`config.mk`:
```
export PLATFORM = sky130hd
export DESIGN_NAME = codec_config_sequencer
export DESIGN_NICKNAME = d
export VERILOG_FILES = /design/src/rtl/codec_cfg_pkg.sv /design/src/rtl/codec_config_sequencer_watchdog.sv /design/src/rtl/codec_config_sequencer.sv
export SDC_FILE = /design/constraint.sdc
export NUM_CORES = 1
export LEC_CHECK = 0
export ABC_CLOCK_PERIOD_IN_PS = 5150
export BUFFER_PORTS_ARGS = -buffer_cell sky130_fd_sc_hd__buf_2
export CAP_MARGIN = 20
export CORE_MARGIN = 1
export CORE_UTILIZATION = 50
export CTS_BUF_LIST = sky130_fd_sc_hd__clkbuf_4 sky130_fd_sc_hd__clkbuf_8
export DETAILED_ROUTE_END_ITERATION = 7
export PLACE_DENSITY = 0.79
export SLEW_MARGIN = 20
export SYNTH_ARGS = -nofsm -noshare
export SYNTH_HDL_FRONTEND = slang
export SYNTH_SLANG_ARGS = --single-unit
```
`constraint.sdc`:
```
create_clock -name clock -period 5.15 [get_ports clock]
set_input_delay 1.03 -clock clock [delete_from_list [all_inputs] [get_ports clock]]
set_output_delay 1.03 -clock clock [all_outputs]
set_load 0.05 [all_outputs]
```
`src/rtl/codec_cfg_pkg.sv`:
```
// Shared constants for the audio codec configuration sequencer:
// register table, device address, volume limits, FSM states.
package codec_cfg_pkg;

  localparam logic [7:0] DEV_ADDR = 8'h34;

  localparam logic [3:0] IDX_FIRST = 4'd0;
  localparam logic [3:0] IDX_LHP   = 4'd4;
  localparam logic [3:0] IDX_RHP   = 4'd5;
  localparam logic [3:0] IDX_APATH = 4'd6;
  localparam logic [3:0] IDX_LAST  = 4'd9;

  localparam logic [6:0] R_LIN    = 7'h00;
  localparam logic [6:0] R_RIN    = 7'h01;
  localparam logic [6:0] R_LHP    = 7'h02;
  localparam logic [6:0] R_RHP    = 7'h03;
  localparam logic [6:0] R_APATH  = 7'h04;
  localparam logic [6:0] R_DPATH  = 7'h05;
  localparam logic [6:0] R_POWER  = 7'h06;
  localparam logic [6:0] R_IFACE  = 7'h07;
  localparam logic [6:0] R_ACTIVE = 7'h09;
  localparam logic [6:0] R_RESET  = 7'h0F;

  localparam logic [8:0] D_RESET  = 9'h000;
  localparam logic [8:0] D_POWER  = 9'h000;
  localparam logic [8:0] D_LINE   = 9'h017;
  localparam logic [8:0] D_DPATH  = 9'h000;
  localparam logic [8:0] D_IFACE  = 9'h042;
  localparam logic [8:0] D_ACTIVE = 9'h001;
  localparam logic [8:0] HP_BOTH  = 9'h080;
  localparam logic [8:0] AP_MIC   = 9'h014;
  localparam logic [8:0] AP_LINE  = 9'h012;

  localparam logic [6:0] VOL_MIN = 7'h30;
  localparam logic [6:0] VOL_MAX = 7'h7F;

  typedef logic [2:0] state_t;
  localparam state_t ST_IDLE  = 3'd0;
  localparam state_t ST_LOAD  = 3'd1;
  localparam state_t ST_SEND  = 3'd2;
  localparam state_t ST_WAIT  = 3'd3;
  localparam state_t ST_REL   = 3'd4;
  localparam state_t ST_DONE  = 3'd5;
  localparam state_t ST_ERROR = 3'd6;

  function automatic logic [6:0] vol_step(
    input logic [6:0] v
  );
    return (v == VOL_MAX) ? VOL_MIN : v + 7'd1;
  endfunction

  function automatic logic [23:0] cfg_word(
    input logic [3:0] idx,
    input logic [6:0] vol,
    input logic       mic
  );
    logic [6:0] ra;
    logic [8:0] d;
    ra = R_RESET;
    d  = D_RESET;
    case (idx)
      4'd1: begin ra = R_POWER;  d = D_POWER; end
      4'd2: begin ra = R_LIN;    d = D_LINE;  end
      4'd3: begin ra = R_RIN;    d = D_LINE;  end
      4'd4: begin
        ra = R_LHP;
        d  = HP_BOTH | {2'b00, vol};
      end
      4'd5: begin
        ra = R_RHP;
        d  = HP_BOTH | {2'b00, vol};
      end
      4'd6: begin
        ra = R_APATH;
        d  = mic ? AP_MIC : AP_LINE;
      end
      4'd7: begin ra = R_DPATH;  d = D_DPATH;  end
      4'd8: begin ra = R_IFACE;  d = D_IFACE;  end
      4'd9: begin ra = R_ACTIVE; d = D_ACTIVE; end
      default: begin ra = R_RESET; d = D_RESET; end
    endcase
    return {DEV_ADDR, ra, d};
  endfunction

endpackage

```
`src/rtl/codec_config_sequencer_watchdog.sv`:
```
// xfer_watchdog: counts WAIT_END cycles per transfer and retries.
// Ports: active/ack/clr in; timeout pulse and give_up out.
module xfer_watchdog #(
  parameter int TIMEOUT_CYCLES = 4096,
  parameter int MAX_RETRY      = 3
) (
  input  logic clock,
  input  logic reset_n,
  input  logic active,
  input  logic ack,
  input  logic clr,
  output logic timeout,
  output logic give_up
);

  localparam int CW =
    (TIMEOUT_CYCLES > 2) ? $clog2(TIMEOUT_CYCLES) : 1;
  localparam int RW =
    (MAX_RETRY > 1) ? $clog2(MAX_RETRY + 1) : 1;
  localparam logic [CW-1:0] CNT_END = CW'(TIMEOUT_CYCLES - 1);
  localparam logic [RW-1:0] RTY_END = RW'(MAX_RETRY);

  logic [CW-1:0] cnt;
  logic [RW-1:0] retry;

  assign timeout = active && !ack && (cnt == CNT_END);
  assign give_up = timeout && (retry == RTY_END);

  always_ff @(posedge clock or negedge reset_n) begin
    if (!reset_n) begin
      cnt   <= '0;
      retry <= '0;
    end else begin
      if (!active || timeout)
        cnt <= '0;
      else
        cnt <= cnt + CW'(1);
      if (clr || (active && ack))
        retry <= '0;
      else if (timeout && !give_up)
        retry <= retry + RW'(1);
    end
  end

endmodule

```
`src/rtl/codec_config_sequencer.sv`:
```
// Walks the codec register table over an i2c master (go/end_tr),
// then rewrites volume / input-select entries on request.
// Ports: start, vol_up, sel_mic, end_tr in; go, i2c_data, busy,
// done, error, volume out. CODEC_CFG_TIMEOUT_EN adds retry/error.
import codec_cfg_pkg::*;

module codec_config_sequencer #(
  parameter int         TIMEOUT_CYCLES = 4096,
  parameter int         MAX_RETRY      = 3,
  parameter logic [6:0] VOL_INIT       = 7'h79
) (
  input  logic        clock,
  input  logic        reset_n,
  input  logic        start,
  input  logic        vol_up,
  input  logic        sel_mic,
  input  logic        end_tr,
  output logic        go,
  output logic [23:0] i2c_data,
  output logic        busy,
  output logic        done,
  output logic        error,
  output logic [6:0]  volume
);

  if (TIMEOUT_CYCLES < 2 || MAX_RETRY < 0) begin : g_bad_param
    $error("codec_config_sequencer: bad timeout/retry setting");
  end

  state_t     state, state_n;
  logic [3:0] idx, idx_n;
  logic [3:0] last, last_n;
  logic       vol_pend, vol_pend_n;
  logic       rst_pend, rst_pend_n;
  logic       resend, resend_n;
  logic [6:0] vol_n;
  logic       mic_q, mic_applied, mic_pend;
  logic       full_go, next_job;
  logic       timeout, give_up;

  // The word last written to entry 6 is remembered, so a
  // sel_mic change during a run is caught once it ends.
  assign mic_pend = mic_q != mic_applied;

`ifdef CODEC_CFG_TIMEOUT_EN
  logic error_q;

  xfer_watchdog #(
    .TIMEOUT_CYCLES(TIMEOUT_CYCLES),
    .MAX_RETRY     (MAX_RETRY)
  ) u_wdog (
    .clock  (clock),
    .reset_n(reset_n),
    .active (state == ST_WAIT),
    .ack    (end_tr),
    .clr    (full_go),
    .timeout(timeout),
    .give_up(give_up)
  );

  always_ff @(posedge clock or negedge reset_n) begin
    if (!reset_n)
      error_q <= 1'b0;
    else
      error_q <= state_n == ST_ERROR;
  end

  assign error = error_q;
`else
  assign timeout = 1'b0;
  assign give_up = 1'b0;
  assign error   = 1'b0;
`endif

  always_comb begin
    state_n    = state;
    idx_n      = idx;
    last_n     = last;
    resend_n   = resend;
    full_go    = 1'b0;
    next_job   = 1'b0;
    vol_n      = vol_up ? vol_step(volume) : volume;
    vol_pend_n = vol_pend | vol_up;
    rst_pend_n = rst_pend | start;
    unique case (state)
      ST_IDLE: full_go = 1'b1;
      ST_LOAD: state_n = ST_SEND;
      ST_SEND: state_n = ST_WAIT;
      ST_WAIT: begin
        if (end_tr) begin
          state_n  = ST_REL;
          resend_n = 1'b0;
        end else if (give_up) begin
          state_n = ST_ERROR;
        end else if (timeout) begin
          state_n  = ST_REL;
          resend_n = 1'b1;
        end
      end
      ST_REL: begin
        if (!end_tr) begin
          if (rst_pend_n) begin
            full_go = 1'b1;
          end else if (resend) begin
            state_n = ST_LOAD;
          end else if (idx != last) begin
            idx_n   = idx + 4'd1;
            state_n = ST_LOAD;
          end else begin
            next_job = 1'b1;
          end
        end
      end
      ST_DONE: begin
        if (start)
          full_go = 1'b1;
        else
          next_job = 1'b1;
      end
      ST_ERROR: begin
        if (rst_pend_n)
          full_go = 1'b1;
      end
      default: state_n = ST_IDLE;
    endcase

    if (full_go) begin
      state_n    = ST_LOAD;
      idx_n      = IDX_FIRST;
      last_n     = IDX_LAST;
      vol_pend_n = 1'b0;
      rst_pend_n = 1'b0;
      resend_n   = 1'b0;
    end else if (next_job) begin
      // Registered flag only: a vol_up landing this cycle is
      // already folded into vol_n and so into the word loaded.
      if (vol_pend) begin
        state_n    = ST_LOAD;
        idx_n      = IDX_LHP;
        last_n     = IDX_RHP;
        vol_pend_n = 1'b0;
      end else if (mic_pend) begin
        state_n = ST_LOAD;
        idx_n   = IDX_APATH;
        last_n  = IDX_APATH;
      end else begin
        state_n = ST_DONE;
      end
    end
  end

  always_ff @(posedge clock or negedge reset_n) begin
    if (!reset_n) begin
      state       <= ST_IDLE;
      idx         <= IDX_FIRST;
      last        <= IDX_LAST;
      vol_pend    <= 1'b0;
      rst_pend    <= 1'b0;
      resend      <= 1'b0;
      volume      <= VOL_INIT;
      mic_q       <= 1'b0;
      mic_applied <= 1'b0;
      go          <= 1'b0;
      i2c_data    <= '0;
      busy        <= 1'b0;
      done        <= 1'b0;
    end else begin
      state    <= state_n;
      idx      <= idx_n;
      last     <= last_n;
      vol_pend <= vol_pend_n;
      rst_pend <= rst_pend_n;
      resend   <= resend_n;
      volume   <= vol_n;
      mic_q    <= sel_mic;
      go       <= (state_n == ST_SEND) ||
                  (state_n == ST_WAIT);
      busy     <= !((state_n == ST_IDLE) ||
                    (state_n == ST_DONE) ||
                    (state_n == ST_ERROR));
      if (full_go)
        done <= 1'b0;
      else if (state_n == ST_DONE)
        done <= 1'b1;
      // Word is set on entry to LOAD, a cycle ahead of go.
      if (state_n == ST_LOAD) begin
        i2c_data <= cfg_word(idx_n, vol_n, mic_q);
        if (idx_n == IDX_APATH)
          mic_applied <= mic_q;
      end
    end
  end

endmodule

```
==> results list <==
- Run status: completed
* Post-Layout Cell Count: 303
- The largest total area in the synthesized netlist belongs to dfrtp_1.
* Instance area at placement: 0.00229 mm^2
* Die height: 68.0 um
* Final HPWL DP: 3320 um
* CP Class: in2reg
- The tool flagged a number of max-cap violations equal to 0.
* Detail-routed via count per cell: approximately 5.7
- The number of antenna violations at the first check in global routing came to 0.
- Clock tree from TritonCTS: yes
* Buffers inserted during post-CTS setup optimization: 0
- The count of nets left with antenna violations once routing finished came out at 0.
- From left edge to right edge, the die measures 68.0 um.
* Final design area excluding fillers: 0.00241 mm^2
- The highest metal layer carrying signal wires in the routed design is met4.
* Worst path arrival time: 3.29 ns
* Period utilization: 60.3%
- Standby leakage power: 1.06 nW
- Across all hold checks on the routed design, the worst slack comes to 0.487 ns.
- Summed over its instances, the top area cell type makes up 35.7% of the synthesized netlist area.
* Worst min-delay path category: reg2reg
* Setup skew after layout: approximately 0.0023 ns
- The clock drives 38 sinks.
- The share of total power dissipated in the clock network is 14.4%.
- Yosys cell types: 60
- Once the clock tree was built, the resizer swapped 0 gates to a different size.
* Dominant cell by count in the synthesized netlist: dfrtp_1
* Count of state elements after synthesis: 38
* Net switching power: 890 uW
* Power after layout: 1.76 mW
- Gate power share: 53.4%
- Top post-synthesis cells by area: dfrtp_1 (36%), dfstp_2 (8.5%), buf_4 (4.5%)
- For this run, the post-layout net count is 260.
- The die covers between 0.004 and 0.005 mm^2.
- Ranked by instance count, the synthesized netlist is headed by dfrtp_1 (31), nand2_1 (20), nor2_1 (18).
- In the synthesized netlist the async set-or-reset flop fraction comes to 100%.
- Post-synthesis sequential area ratio: 44.1%
- For this run, the number of Yosys warnings is 0.
* Area inside the core boundary: 0.00409 mm^2
- Area growth from synthesis to layout: 10.6%
* Timing-limited maximum frequency: 0.322 GHz
- Gate count after technology mapping: 225
- Effective utilization at floorplan: 53.2%
- Worst skew pair latency: ~0.29 ns
- Number of DRC markers in iteration 0: 72
- Overflow left after global routing: 0
- Actual transition at the worst max-transition pin: 1.08 ns
- Summing every instance area after synthesis gives 0.00217 mm^2.
* Global-route wire length before repair: 7040 um
- Port Buffers: 30
- The detailed router placed 1714 vias in this run.
- Power Internal: 873 uW
- Maximum level of the CTS H-tree: 2
* Final worst setup slack: 2.04 ns
- Number of buffers on the longest clock path: 2
- Global-route usage over all layers: 21.2%
- Setup violation total in the final timing report: 0
- Number of cells after detailed placement: 295
- The floorplan has 23 rows.
- Met2 WL: 2110 um
- Net switching is 50.5% of the power.
* Number of failing hold endpoints at the final stage: 0
- Buffers inserted during clock tree synthesis total 5.
* Reg clk slew, reported paths: 0.08 ns
- Share of power burned in registers: 32.2%
* Cell at the root of the clock tree: clkbuf_8
- Wire segments on met3 add up to 228 um in the final route.
- Final TNS setup: 0 ns
- Of the cells placed in the final design, the portion with a size suffix greater than 1 is 24.9%.
- A synthesized cell averages 9.66 um^2.
* Total detailed-routing wirelength: around 4500 um
- STA classifies the critical path endpoint as a register.
- The congestion estimate from routability-driven global placement came to 0.836.
- Dominant register cell in the synthesized netlist: dfrtp_1
- After detailed routing, the wire length on met1 is approximately 2100 um.
- Hold repair after CTS inserted 0 buffers.
* Router iterations before antenna repair: 4
- Number of global-route vias before repair: between 1500 and 2000
- Measured on the finished design, the core utilization comes to between 50% and 60%.
- Across the VDD grid, the largest voltage drop is 0.422 mV.
* Antenna diode count: 0
* Wire per inst: 14.9 um
- Setup WS pre-CTS: 1.79 ns
* Number of synthesized flops with an enable pin: 0
* Unrepaired setup endpoints after global routing: no
* CP Launch Type: input pin
- Number of ports placed on the die boundary: 41
* Largest net degree at the start of global routing: 39
* Slew Viols, Final: 0
- In this run the power density over the cells is around 730 mW/mm^2.
- WP data required: 5.33 ns
- Measured against its own limit, the worst slew margin works out to about 28%.
- Max FO, Critical Path: 11
- Number of design rule violations left after detail routing: 0
* Post-layout min period: 3.11 ns
[area by class of cell]
cell class / instances / area (um^2)
clock buffer: 5 / 68.8
clock inverter: 3 / 45.0
fill: 361 / 1680
inverter: 10 / 37.5
multi-input combinational: 166 / 1070
sequential: 38 / 960
tap: 50 / 62.6
timing repair buffer: 31 / 158
[power groups by stage]
stage	logic (mW)	clock network (mW)	registers (mW)
4_1_cts	0.945	0.259	0.565
3_3_place_gp	0.925	0	0.568
6_report	0.942	0.253	0.568
5_1_grt	1.01	0.270	0.587
3_5_place_dp	0.941	0	0.572
2_1_floorplan	0.498	0	0.815
[logic make-up (layout without fill, tap and decap cells)]
logic type	after synthesis	in the layout	share of synthesized area [%]
compound gates	62	62	21.4
xor+xnor	12	12	4.83
fa+ha+maj	2	2	1.15
buf+inv	30	49	8.00
flops	38	38	44.1
mux	2	2	1.04
other cells	1	10	0.172
simple gates	78	78	19.3
[cell usage in the layout (no fill, tap or decap), types with 2 or more instances in the layout]
master | synthesis | final
ha_1 | 2 | 2
a31oi_1 | 3 | 3
o21ai_1 | 2 | 2
clkinvlp_4 | 0 | 2
nor2_1 | 18 | 18
buf_2 | 4 | 30
inv_1 | 9 | 9
o21ai_0 | 14 | 14
o211ai_2 | 2 | 2
xnor2_1 | 9 | 9
conb_1 | 1 | 10
nand2b_1 | 6 | 6
nor3b_1 | 2 | 2
nand4_1 | 4 | 4
o21a_1 | 4 | 4
nor2b_1 | 2 | 2
a21oi_1 | 14 | 14
dfstp_2 | 7 | 7
nand2_1 | 20 | 20
a21o_1 | 4 | 4
o211ai_1 | 2 | 2
xor2_1 | 3 | 3
nand2_2 | 2 | 2
clkbuf_8 | 0 | 5
nor4_1 | 2 | 2
dfrtp_1 | 31 | 31
nand3_1 | 9 | 9
and4_1 | 2 | 2
[sequential cells by signal (all words and copies together), names as in the netlist]
signal       flops
state            3
volume           7
mic_q            1
vol_pend         1
mic_applied      1
done             1
idx              4
rst_pend         1
go               1
busy             1
i2c_data        13
last             4
[worst max-delay path, stage by stage]
cell	delay, ns
buf_2	0.13
o2111ai_1	0.88
o221ai_2	0.34
inv_2	0.19
nand2_1	0.12
nor4_1	0.25
mux2_1	0.35
[layer usage]
| layer | vias to the layer above | global-route usage, % |
|---|---|---|
| met4 | 0 | 7.81 |
| li1 | 835 | - |
| met3 | 6 | 5.17 |
| met2 | 51 | 32.0 |
| met5 | - | 0 |
| met1 | 822 | 29.3 |
[path summary, 6_finish.rpt]
kind / from / end / slack (ns) / cells after the start
worst max-delay path: start / mic_applied / 2.04 / 7
worst min-delay path: i2c_data[7] / i2c_data[7] / 0.49 / 2
worst max register to register: state[0] / mic_applied / 2.21 / 7
worst min register to register: i2c_data[7] / i2c_data[7] / 0.49 / 2
max in group asynchronous: reset_n / busy / 3.80 / 1
min in group asynchronous: reset_n / i2c_data[3] / 0.83 / 1
Note: power is estimated with default switching activity, not from simulation.
